## config.mk

```make
export PLATFORM = sky130hd
export DESIGN_NAME = fetch_stage_flat
export DESIGN_NICKNAME = d
export VERILOG_FILES = /design/src/rtl/fetch_stage_if.sv /design/src/rtl/fetch_stage.sv /design/src/flat_wrapper.sv
export SDC_FILE = /design/constraint.sdc
export NUM_CORES = 1
export LEC_CHECK = 0
export ABC_AREA = 1
export BUFFER_PORTS_ARGS = -buffer_cell sky130_fd_sc_hd__buf_2
export CORE_UTILIZATION = 39
export CTS_BUF_LIST = sky130_fd_sc_hd__clkbuf_2
export CTS_CLUSTER_SIZE = 10
export DETAILED_ROUTE_END_ITERATION = 12
export PLACE_DENSITY = 0.57
export SETUP_SLACK_MARGIN = 0.3
export SYNTH_ARGS = -nofsm -noshare
export SYNTH_HDL_FRONTEND = slang
export SYNTH_SLANG_ARGS = --single-unit
```

## constraint.sdc

```tcl
create_clock -name CLK -period 10.38 [get_ports CLK]
set_input_delay 0.519 -clock CLK [delete_from_list [all_inputs] [get_ports CLK]]
set_output_delay 0.519 -clock CLK [all_outputs]
set_load 0.1 [all_outputs]
```

## src/rtl/fetch_stage_if.sv

```systemverilog
// IF-stage bundle: imem read port, decode control inputs and the IF/ID register outputs.
// The fetch stage connects through master, the imem/decode side through slave.
interface fetch_stage_if #(
    parameter int WORD_W = 32
);
    logic              ihit;
    logic [WORD_W-1:0] imemload;
    logic              imemREN;
    logic [WORD_W-1:0] imemaddr;
    logic              stall;
    logic              redirect;
    logic [WORD_W-1:0] redirect_pc;
    logic              halt;
    logic [WORD_W-1:0] instr;
    logic [WORD_W-1:0] npc;
    logic              valid;

    modport master (
        input  ihit, imemload, stall, redirect, redirect_pc, halt,
        output imemREN, imemaddr, instr, npc, valid
    );

    modport slave (
        output ihit, imemload, stall, redirect, redirect_pc, halt,
        input  imemREN, imemaddr, instr, npc, valid
    );
endinterface

```

## src/rtl/fetch_stage.sv

```systemverilog
// Instruction-fetch stage: owns the PC, reads imem, and feeds decode through an
// output register backed by a one-entry skid buffer. Handles redirect and halt.
module fetch_stage #(
    parameter logic [31:0] PC_INIT = 32'h0000_0000,
    parameter int          WORD_W  = 32
) (
    input  logic          CLK,
    input  logic          RST,
    fetch_stage_if.master fif
);

    typedef enum logic {
        ST_RUN  = 1'b0,
        ST_HALT = 1'b1
    } state_t;

    localparam logic [WORD_W-1:0] ALIGN_MASK = ~WORD_W'(3);
    localparam logic [WORD_W-1:0] PC_RESET   = PC_INIT & ALIGN_MASK;

    state_t            state,     state_nxt;
    logic [WORD_W-1:0] pc,        pc_nxt;
    logic [WORD_W-1:0] out_instr, instr_nxt;
    logic [WORD_W-1:0] out_npc,   npc_nxt;
    logic              out_valid, valid_nxt;
    logic              skid_full, skid_full_nxt;
    logic [WORD_W-1:0] skid_instr;
    logic [WORD_W-1:0] skid_npc;
    logic              load_skid;

    logic [WORD_W-1:0] pc_plus4;
    logic              accept;
    logic              consume;

    assign pc_plus4 = pc + WORD_W'(4);
    assign consume  = out_valid && !fif.stall;
    assign accept   = fif.imemREN && fif.ihit;

    assign fif.imemREN  = (state == ST_RUN) && !skid_full && !fif.redirect && !fif.halt;
    assign fif.imemaddr = pc;
    assign fif.instr    = out_instr;
    assign fif.npc      = out_npc;
    assign fif.valid    = out_valid;

    // NOTE: every next-state variable gets its hold value first, so no path can infer a latch.
    always_comb begin
        state_nxt     = state;
        pc_nxt        = pc;
        instr_nxt     = out_instr;
        npc_nxt       = out_npc;
        valid_nxt     = out_valid;
        skid_full_nxt = skid_full;
        load_skid     = 1'b0;

        if (state == ST_RUN) begin
            if (fif.halt) begin
                state_nxt     = ST_HALT;
                valid_nxt     = 1'b0;
                instr_nxt     = '0;
                skid_full_nxt = 1'b0;
            end else if (fif.redirect) begin
                // Any word returned this cycle is dropped; fetch restarts at the target.
                pc_nxt        = fif.redirect_pc & ALIGN_MASK;
                valid_nxt     = 1'b0;
                instr_nxt     = '0;
                skid_full_nxt = 1'b0;
            end else begin
                if (accept) begin
                    pc_nxt = pc_plus4;
                end

                if (skid_full && consume) begin
                    instr_nxt     = skid_instr;
                    npc_nxt       = skid_npc;
                    valid_nxt     = 1'b1;
                    skid_full_nxt = 1'b0;
                end else if (accept && (!out_valid || consume)) begin
                    instr_nxt = fif.imemload;
                    npc_nxt   = pc_plus4;
                    valid_nxt = 1'b1;
                end else if (accept) begin
                    // Output is stalled: park the word; imemREN drops until it drains.
                    load_skid     = 1'b1;
                    skid_full_nxt = 1'b1;
                end else if (consume) begin
                    valid_nxt = 1'b0;
                end
            end
        end
    end

    // NOTE: sequential state uses non-blocking assignments so every register samples pre-edge values.
    always_ff @(posedge CLK) begin
        if (RST) begin
            state     <= ST_RUN;
            pc        <= PC_RESET;
            out_instr <= '0;
            out_npc   <= '0;
            out_valid <= 1'b0;
            skid_full <= 1'b0;
        end else begin
            state     <= state_nxt;
            pc        <= pc_nxt;
            out_instr <= instr_nxt;
            out_npc   <= npc_nxt;
            out_valid <= valid_nxt;
            skid_full <= skid_full_nxt;
        end
    end

    // NOTE: skid payload has no reset; it is only ever read while skid_full is set.
    always_ff @(posedge CLK) begin
        if (load_skid) begin
            skid_instr <= fif.imemload;
            skid_npc   <= pc_plus4;
        end
    end

endmodule
```

## src/flat_wrapper.sv

```systemverilog
// flat-port wrapper written by rule: the top's interface ports become plain ports
module fetch_stage_flat 
#(
    parameter logic [31:0] PC_INIT = 32'h0000_0000,
    parameter int          WORD_W  = 32
)
  (CLK, RST, fif_ihit, fif_imemload, fif_stall, fif_redirect, fif_redirect_pc, fif_halt, fif_imemREN, fif_imemaddr, fif_instr, fif_npc, fif_valid);
  fetch_stage_if #(.WORD_W(WORD_W)) fif_i ();
  input  logic CLK;
  input  logic RST;
  input wire logic [$bits(fif_i.ihit)-1:0] fif_ihit;
  input wire logic [$bits(fif_i.imemload)-1:0] fif_imemload;
  input wire logic [$bits(fif_i.stall)-1:0] fif_stall;
  input wire logic [$bits(fif_i.redirect)-1:0] fif_redirect;
  input wire logic [$bits(fif_i.redirect_pc)-1:0] fif_redirect_pc;
  input wire logic [$bits(fif_i.halt)-1:0] fif_halt;
  output wire logic [$bits(fif_i.imemREN)-1:0] fif_imemREN;
  output wire logic [$bits(fif_i.imemaddr)-1:0] fif_imemaddr;
  output wire logic [$bits(fif_i.instr)-1:0] fif_instr;
  output wire logic [$bits(fif_i.npc)-1:0] fif_npc;
  output wire logic [$bits(fif_i.valid)-1:0] fif_valid;
  assign fif_i.ihit = fif_ihit;
  assign fif_i.imemload = fif_imemload;
  assign fif_i.stall = fif_stall;
  assign fif_i.redirect = fif_redirect;
  assign fif_i.redirect_pc = fif_redirect_pc;
  assign fif_i.halt = fif_halt;
  assign fif_imemREN = fif_i.imemREN;
  assign fif_imemaddr = fif_i.imemaddr;
  assign fif_instr = fif_i.instr;
  assign fif_npc = fif_i.npc;
  assign fif_valid = fif_i.valid;
  fetch_stage #(.PC_INIT(PC_INIT), .WORD_W(WORD_W)) u_core (.CLK(CLK), .RST(RST), .fif(fif_i));
endmodule
```

# Word-level counts from Yosys, hierarchy flattened
# Cells that the tools add are included.
# word_totals
out_inout_bits,98
register_bits,163
inputBits,70
# op_classes
n_reduce_logical,23
mux,27
add_sub_neg,1
n_eq_ne,2
bitwise_logic,3
# op_table
op,n
32-bit 2-to-1 mux,8
"32-bit by 3-bit adder with 32-bit output, second input constant",1
1-bit 2-to-1 mux,19
3-bit AND reduction,3
4-bit nonzero test,2
1-bit logical AND,7
1-bit zero test,5
"5-bit != test, second input constant",1
5-bit nonzero test,1
"4-bit by 3-bit != test with 1-bit output, second input constant",1
4-bit AND reduction,1
2-bit nonzero test,2
1-bit NOT,3
2-bit AND reduction,1
1-bit logical OR,1

# Logic depth before layout (Yosys ltp)
# Gate-level depths: netlist (run 1).
# logic_depth
ltp_word,11
ltp_mapped,11
depth_no_buf,10

# Worst setup path after synthesis (run 1)
# Ideal clock, no wire load.
# synth_path
kind,register to register
startpoint,"register u_core.out_valid, in the netlist u_core.fif.valid"
endpoint,register u_core.skid_full
t_arrival_ns,4.265
path_slack_ns,6.035
path_buffers,0
path_stages_with_launch,5
path_cell_list,dfxtp_1 nand2_1 nor2_1 o21ai_0 a21oi_1
# synth_between
elab_chain_cells,5
word_cells_on_any_way,11
cone_classes,1 x eq/ne; 3 x mux; 7 x reduce/logical
# synth_lines
element,line_no,text
"start, declared",fetch_stage.sv:24,"logic out_valid, valid_nxt;"
"start signal, assigned",fetch_stage.sv:105,out_valid <= valid_nxt;
1-bit zero test / 1-bit logical AND (equally long branches),"fetch_stage.sv:76, fetch_stage.sv:35",
1-bit logical OR / 1-bit logical AND (equally long branches),"fetch_stage.sv:76, fetch_stage.sv:71",
1-bit logical AND / 1-bit 2-to-1 mux (equally long branches),"fetch_stage.sv:76, fetch_stage.sv:71",
4-bit by 3-bit != test with 1-bit output (no line) / 1-bit 2-to-1 mux (equally long branches),-,
3-bit AND reduction (no line) / 1-bit 2-to-1 mux (equally long branches),-,
"end signal, assigned",fetch_stage.sv:106,skid_full <= skid_full_nxt;
"end, declared",fetch_stage.sv:25,"logic skid_full, skid_full_nxt;"
# Parallel ways exist; a longest one is shown, timed or not.
# A chain may end at the register's enable or synchronous reset.

# Final worst setup path (run 1)
# layout_path
startpoint,register u_core.state
endpoint,"register u_core.out_instr[18], in the netlist u_core.fif.instr[18]"
# layout_between
elab_chain_cells,8
# layout_lines
element,line_no,text
"start, declared",fetch_stage.sv:20,"state_t state, state_nxt;"
"start signal, assigned",fetch_stage.sv:101,state <= state_nxt;
1-bit NOT (no line) *,-,
1-bit logical AND (3 in a row),fetch_stage.sv:38,assign fif.imemREN = (state == ST_RUN) && !skid_full && !fif.redirect && !fif.halt;
1-bit logical AND,fetch_stage.sv:36,assign accept = fif.imemREN && fif.ihit;
1-bit logical AND,fetch_stage.sv:76,end else if (accept && (!out_valid || consume)) begin
4-bit nonzero test (no line),-,
2-bit AND reduction (no line) *,-,
"end signal, assigned",fetch_stage.sv:103,out_instr <= instr_nxt;
"end, declared",fetch_stage.sv:22,"logic [WORD_W-1:0] out_instr, instr_nxt;"
# Mark *: on every way between the ends. The rest lies on a longest branch, timed or not.

==> results of run 1 <==
power by group:
part	total (mW)	internal [mW]	switching [mW]
logic	0.254	0.0561	0.198
registers	0.676	0.658	0.0180
clock network	0.423	0.188	0.235
state kept, by name, summed over array words and instances, names as in the netlist:
register and flops:
u_core.skid_npc 30, u_core.fif.valid 1, u_core.fif.npc 30, u_core.fif.instr 32
u_core.skid_instr 32, u_core.fif.imemaddr 30, u_core.state 1, u_core.skid_full 1
per-layer routing:
layer | routed length [µm] | up-vias
li1 | - | 3547
met1 | 10300 | 3134
met2 | 9050 | 241
met3 | 1440 | 27
met4 | 465 | 0
met5 | 0 | -
worst max-delay path: stages, from the launching register on:
cell	delay (ns)
dfxtp_1	0.41
inv_2	0.62
nand4_4	0.31
o21bai_4	0.91
nand2_2	0.62
o21ai_0	0.35
nor2_1	0.07
timing repair:
action,CTS,global route
hold buffers,39,4
hold endpoints to repair,39,4
gates resized for setup,0,0
cell families (layout without fill, tap and decap cells):
kind of cell / Yosys count / count (layout) / synth area share [%]
compound gates: 208 / 208 / 14.9
xor+xnor: 10 / 10 / 1.17
fa+ha+maj: 1 / 1 / 0.167
buf+inv: 131 / 312 / 7.69
flops: 157 / 157 / 50.2
mux: 1 / 1 / 0.134
other cells: 1 / 6 / 0.0500
simple gates: 474 / 474 / 25.7
per-stage QoR:
step | utilization, % | power [mW] | std cells | hold slack [ns] | instance area (µm²)
floorplan | - | 0.877 | 986 | 0.520 | 7510
global placement | 44.4 | 0.929 | 1326 | 0.445 | 8340
detailed placement | 44.4 | 0.930 | 1326 | 0.450 | 8340
CTS | 48.2 | 1.36 | 1397 | 0.000241 | 9040
global route | 48.4 | 1.41 | 1402 | 0.00836 | 9080
finish | 48.4 | 1.35 | 1403 | 0.0580 | 9080
synthesized netlist by cell type (all sizes together):
cell | number | area share (%)
mux2i | 1 | 0.13
o21bai | 3 | 0.45
nand2 | 245 | 12
clkbuf | 31 | 1.6
and2 | 2 | 0.17
conb | 1 | 0.050
a21oi | 113 | 7.5
inv | 71 | 3.6
nand3b | 2 | 0.20
xnor2 | 8 | 0.93
nand4 | 5 | 0.62
clkinv | 1 | 0.050
buf | 28 | 2.5
nor2 | 169 | 8.8
o211a | 1 | 0.13
dfxtp | 95 | 25
a21boi | 1 | 0.15
nor3 | 1 | 0.067
ha | 1 | 0.17
o21ai | 76 | 5.2
o211ai | 8 | 0.80
nand3 | 50 | 3.5
xor2 | 2 | 0.23
o21a | 6 | 0.60
edfxtp | 62 | 25
worst max path at each step:
| stage | from | end | slack [ns] | cells past startpoint |
|---|---|---|---|---|
| 2_1_floorplan | u_core.fif.valid$_SDFFE_PP0P_ | u_core.skid_full$_SDFFE_PP0P_ | 6.03 | 4 |
| 5_1_grt | u_core.state$_SDFF_PP0_ | u_core.fif.instr[18]$_SDFFE_PP0P_ | 6.70 | 6 |
| 3_5_place_dp | fif_redirect | u_core.fif.instr[3]$_SDFFE_PP0P_ | 6.70 | 8 |
| 6_report | u_core.state$_SDFF_PP0_ | u_core.fif.instr[18]$_SDFFE_PP0P_ | 7.01 | 6 |
| 3_3_place_gp | fif_redirect | u_core.fif.instr[18]$_SDFFE_PP0P_ | 6.72 | 8 |
| 4_1_cts | u_core.state$_SDFF_PP0_ | u_core.fif.instr[3]$_SDFFE_PP0P_ | 6.97 | 6 |
layout make-up:
type / count / area [µm²]
inverter: 72 / 270
timing repair buffer: 208 / 1270
antenna: 2 / 5.00
clock buffer: 20 / 100
fill: 1933 / 9690
sequential: 157 / 3760
clock inverter: 12 / 210
tap: 234 / 293
multi-input combinational: 698 / 3170
==> impl_metrics.env, run 1 <==
export IMPL_startpoint_type="register"
export IMPL_use_met1_pct=31.3
export IMPL_synth_cell_types=37
export IMPL_drive_gt1_share_pct=18.1
export IMPL_clk_path_buf_depth=2
export IMPL_yosysSeqAreaShare_pct=50.2
export IMPL_cap_viol_max_count=0
export IMPL_clkSinkCount=157
export IMPL_cts_setup_buffers=0
export IMPL_viasPerCell=4.95
export IMPL_drv_slew=0
export IMPL_grt_pass1_wl_mm=33.7
export IMPL_critPathKind="reg2reg"
export IMPL_use_met2_pct=32.2
export IMPL_grtUsageMet3_pct=4.99
export IMPL_min_period_over_period_pct=32.4
export IMPL_firstDrtPassIters=5
export IMPL_skew_ns=0.0427
export IMPL_whs_path_depth=3
export IMPL_synth_warnings=0
export IMPL_fin_ws_ns=7.01
export IMPL_powerDensity_mw_per_mm2=149
export IMPL_cts_tree="yes"
export IMPL_avgSynthCellArea_um2=7.63
export IMPL_crit_fanout=44
export IMPL_synth_cells=983
export IMPL_fin_nets=1225
export IMPL_ctsRootBufferMaster="clkbuf_2"
export IMPL_grt_ovfl_total=0
export IMPL_irDropWorstVdd_mv=0.0756
export IMPL_wl_per_cell_um=15.1
export IMPL_ys_ff_latch=157
export IMPL_reg2reg_depth=6
export IMPL_fin_crit_ns=3.37
export IMPL_setup_violations=0
export IMPL_path_clk_slew_ns=0.24
export IMPL_required_ns=11.02
export IMPL_synth_area_mm2=0.00750
export IMPL_area_delta_synth_final_pct=21.2
export IMPL_p_leak_nw=3.90
export IMPL_cts_htree_levels=4
export IMPL_die_width_um=141
export IMPL_place_congestion=0.895
export IMPL_vias=6949
export IMPL_final_cell_mix="nand2_1 (243), nor2_1 (166), buf_2 (161)"
export IMPL_dp_slack_ns=6.70
export IMPL_finalSetupTns_ns=0
export IMPL_antenna_left=0
export IMPL_std_cell_rows=50
export IMPL_rrSetupSlack_ns=7.01
export IMPL_core_area_mm2=0.0188
export IMPL_rsz0062_at_grt="no"
export IMPL_status="finished, final reports clean"
export IMPL_io_pins=168
export IMPL_max_freq_ghz=0.297
export IMPL_final_hold_viol_count=0
export IMPL_clock_latency_ns=0.74
export IMPL_grt_busiest_layer="met2"
export IMPL_hold_class="in2reg"
export IMPL_grt_antenna_before_repair=2
export IMPL_grt_pass1_vias=6275
export IMPL_setup_worst_path_end_class="register"
export IMPL_fp_dieH_um=141
export IMPL_final_common_cell="nand2_1"
export IMPL_timing_rr_start="u_core.state$_SDFF_PP0_"
export IMPL_min_to="u_core.fif.imemaddr[19]$_SDFFE_PP0P_"
export IMPL_drc_errors=0
export IMPL_grt_max_degree=74
export IMPL_initial_core_util_pct=39.9
export IMPL_die_area_mm2=0.0198
export IMPL_critical_path_arrival_ns=4.01
export IMPL_wirelength_mm=21.2
export IMPL_hp_start="fif_redirect_pc[19]"
export IMPL_slew_headroom_pct=27.3
export IMPL_r2r_end="u_core.fif.instr[18]$_SDFFE_PP0P_"
export IMPL_dp_hpwl_mm=13.6
export IMPL_worst_pin_slew_ns=1.09
export IMPL_drt_iter0_markers=421
export IMPL_cts_inserted_buffers=17
export IMPL_port_buffers=161
export IMPL_grt_util_all_layers_pct=21.9
Note: power is estimated with default switching activity, not from simulation.
==> run 2: changes to the inputs <==
Clock period 10.38 ns to 3.3 ns, I/O delays scaled along.
==> impl_metrics.env, run 2 (synthesized netlist as in run 1, its figures left out) <==
export IMPL_status="finished, final reports clean"
export IMPL_finalSetupTns_ns=0
export IMPL_post_dp_cell_area_mm2=0.00846
export IMPL_irDropWorstVdd_mv=0.214
export IMPL_wirelength_mm=21.5
export IMPL_cts_inserted_buffers=17
export IMPL_r2r_end="u_core.fif.imemaddr[9]$_SDFFE_PP0P_"
export IMPL_final_hold_viol_count=0
export IMPL_startpoint_type="register"
export IMPL_critPathKind="reg2reg"
export IMPL_clk_path_buf_depth=2
export IMPL_grt_antenna_before_repair=1
export IMPL_switching_share_pct=36.1
export IMPL_port_buffers=161
export IMPL_area_delta_synth_final_pct=25.4
export IMPL_rrSetupSlack_ns=1.0
export IMPL_fillers=1932
export IMPL_finalPower_mw=4.01
export IMPL_grt_pass1_vias=6659
export IMPL_timing_rr_start="u_core.skid_full$_SDFFE_PP0P_"
export IMPL_whs_path_depth=2
export IMPL_fin_ws_ns=0.996
export IMPL_p_int_mw=2.57
export IMPL_path_clk_slew_ns=0.25
export IMPL_initial_core_util_pct=39.9
export IMPL_viasPerCell=4.96
export IMPL_antenna_left=0
export IMPL_clkSinkCount=157
export IMPL_setup_worst_path_end_class="register"
export IMPL_p_switching_mw=1.45
export IMPL_worst_pin_slew_ns=0.606
export IMPL_setup_violations=0
export IMPL_grt_util_all_layers_pct=22.2
export IMPL_ctsRootBufferMaster="clkbuf_2"
export IMPL_dp_hpwl_mm=14.2
export IMPL_slowest_stage="dlygate4sd3_1"
export IMPL_min_to="u_core.skid_instr[11]$_DFFE_PP_"
export IMPL_multi_input_area_mm2=0.00317
export IMPL_required_ns=4.01
export IMPL_ff_latch_area_mm2=0.00376
export IMPL_stdcell_area_mm2=0.00940
export IMPL_grt_ovfl_total=0
export IMPL_p_leak_nw=4.04
export IMPL_min_period_over_period_pct=69.8
export IMPL_die_area_mm2=0.0198
export IMPL_p_seq_share_pct=53.0
export IMPL_firstDrtPassIters=5
export IMPL_fin_nets=1264
export IMPL_reg2reg_depth=8
export IMPL_core_area_mm2=0.0188
export IMPL_wl_per_cell_um=14.9
export IMPL_cpPeakStageDelay_ns=0.57
export IMPL_cts_htree_levels=4
export IMPL_cts_tree="yes"
export IMPL_grt_max_degree=55
export IMPL_dp_slack_ns=1.31
export IMPL_hold_class="in2reg"
export IMPL_fin_crit_ns=2.30
export IMPL_clock_latency_ns=0.76
export IMPL_max_freq_ghz=0.434
export IMPL_drc_errors=0
export IMPL_slew_headroom_pct=59.4
export IMPL_crit_fanout=17
export IMPL_grt_pass1_wl_mm=34.5
export IMPL_drt_iter0_markers=409
export IMPL_drive_gt1_share_pct=18.3
export IMPL_critical_path_arrival_ns=3.01
export IMPL_critical_path_cell_chain="inv_1 > nand4_4 > nand2_1 > nand2_1 > buf_4 > a21oi_1 > dlygate4sd3_1 > a21oi_1"
export IMPL_skew_ns=0.0314
export IMPL_powerDensity_mw_per_mm2=427
export IMPL_final_common_cell="nand2_1"
export IMPL_rsz0062_at_grt="no"
export IMPL_pwr_share_clk_pct=26.2
export IMPL_vias=7145
export IMPL_place_congestion=0.931
export IMPL_cap_viol_max_count=0
export IMPL_power_frac_comb_pct=20.8
export IMPL_die_width_um=141
export IMPL_io_pins=168
export IMPL_hp_start="fif_imemload[11]"
export IMPL_fp_dieH_um=141
export IMPL_whs_ns=0.105
export IMPL_std_cell_rows=50
export IMPL_drv_slew=0
export IMPL_final_cell_mix="nand2_1 (243), nor2_1 (166), buf_2 (161)"
## run 2: cell count changes in the layout (fill, tap and decap cells not counted), moves of 2 or more
| cell | previous run | this run |
|---|---|---|
| dlygate4sd3_1 | 43 | 70 |
| clkinv_4 | 2 | 4 |
| buf_12 | 0 | 3 |
| clkinv_1 | 0 | 2 |
| bufinv_16 | 5 | 1 |
| clkbuf_2 | 20 | 18 |
| buf_4 | 4 | 13 |
## run 2: cell type report
| type | count | share of cell area [%] |
|---|---|---|
| sequential | 157 | 40.1 |
| clock buffer | 18 | 0.959 |
| tap | 234 | 3.12 |
| clock inverter | 14 | 1.48 |
| multi-input combinational | 698 | 33.8 |
| timing repair buffer | 247 | 17.7 |
| antenna | 1 | 0.0266 |
| inverter | 72 | 2.88 |
## run 2: how the worst max path moves through the flow
stage                                              startpoint                                  end  slack (ns)  depth (start not counted)
after floorplan                                  fif_redirect                          fif_imemREN        0.51                          5
after global placement    u_core.fif.imemaddr[2]$_SDFFE_PP0P_      u_core.fif.npc[14]$_SDFFE_PP0P_        1.30                          7
after detailed placement        u_core.fif.valid$_SDFFE_PP0P_     u_core.fif.instr[9]$_SDFFE_PP0P_        1.31                          7
after CTS                       u_core.skid_full$_SDFFE_PP0P_  u_core.fif.imemaddr[9]$_SDFFE_PP0P_        0.98                          8
after global routing            u_core.skid_full$_SDFFE_PP0P_  u_core.fif.imemaddr[9]$_SDFFE_PP0P_        0.81                          8
final                           u_core.skid_full$_SDFFE_PP0P_  u_core.fif.imemaddr[9]$_SDFFE_PP0P_         1.0                          8
## run 2: routing by layer
| layer | up-vias | part of all wire (%) | track usage [%] | wire length, µm |
|---|---|---|---|---|
| met2 | 210 | 45 | 35.4 | 9670 |
| met1 | 3282 | 47 | 30.0 | 10100 |
| li1 | 3623 | - | - | - |
| met5 | - | 0 | 0 | 0 |
| met3 | 30 | 5.9 | 4.31 | 1270 |
| met4 | 0 | 2.1 | 8.24 | 453 |
## run 2: repair_timing
item                      in CTS  in global routing
hold endpoints to repair     107                  0
buffers inserted               0                  0
gates resized for setup        0                  0
hold buffers                  70                  0
## run 2: power by group through the flow
stage	Sequential, mW	Combinational, mW	Clock, mW
final	2.13	0.836	1.05
after global routing	2.14	0.888	1.16
after detailed placement	2.16	0.769	0
after CTS	2.13	0.837	1.08
after floorplan	2.51	0.250	0
after global placement	2.16	0.766	0
## run 2: critical path: cells and delay by family, from the launching register on
family,cells,cell delay [ns]
buf+inv,3,1.00
simple gates,3,0.61
flops,1,0.48
compound gates,2,0.18
## run 2: stage by stage
| step | utilization (%) | cells |
|---|---|---|
| finish | 50.1 | 1441 |
| CTS | 50.1 | 1440 |
| global placement | 45.1 | 1338 |
| floorplan | - | 986 |
| global route | 50.1 | 1441 |
| detailed placement | 45.1 | 1338 |
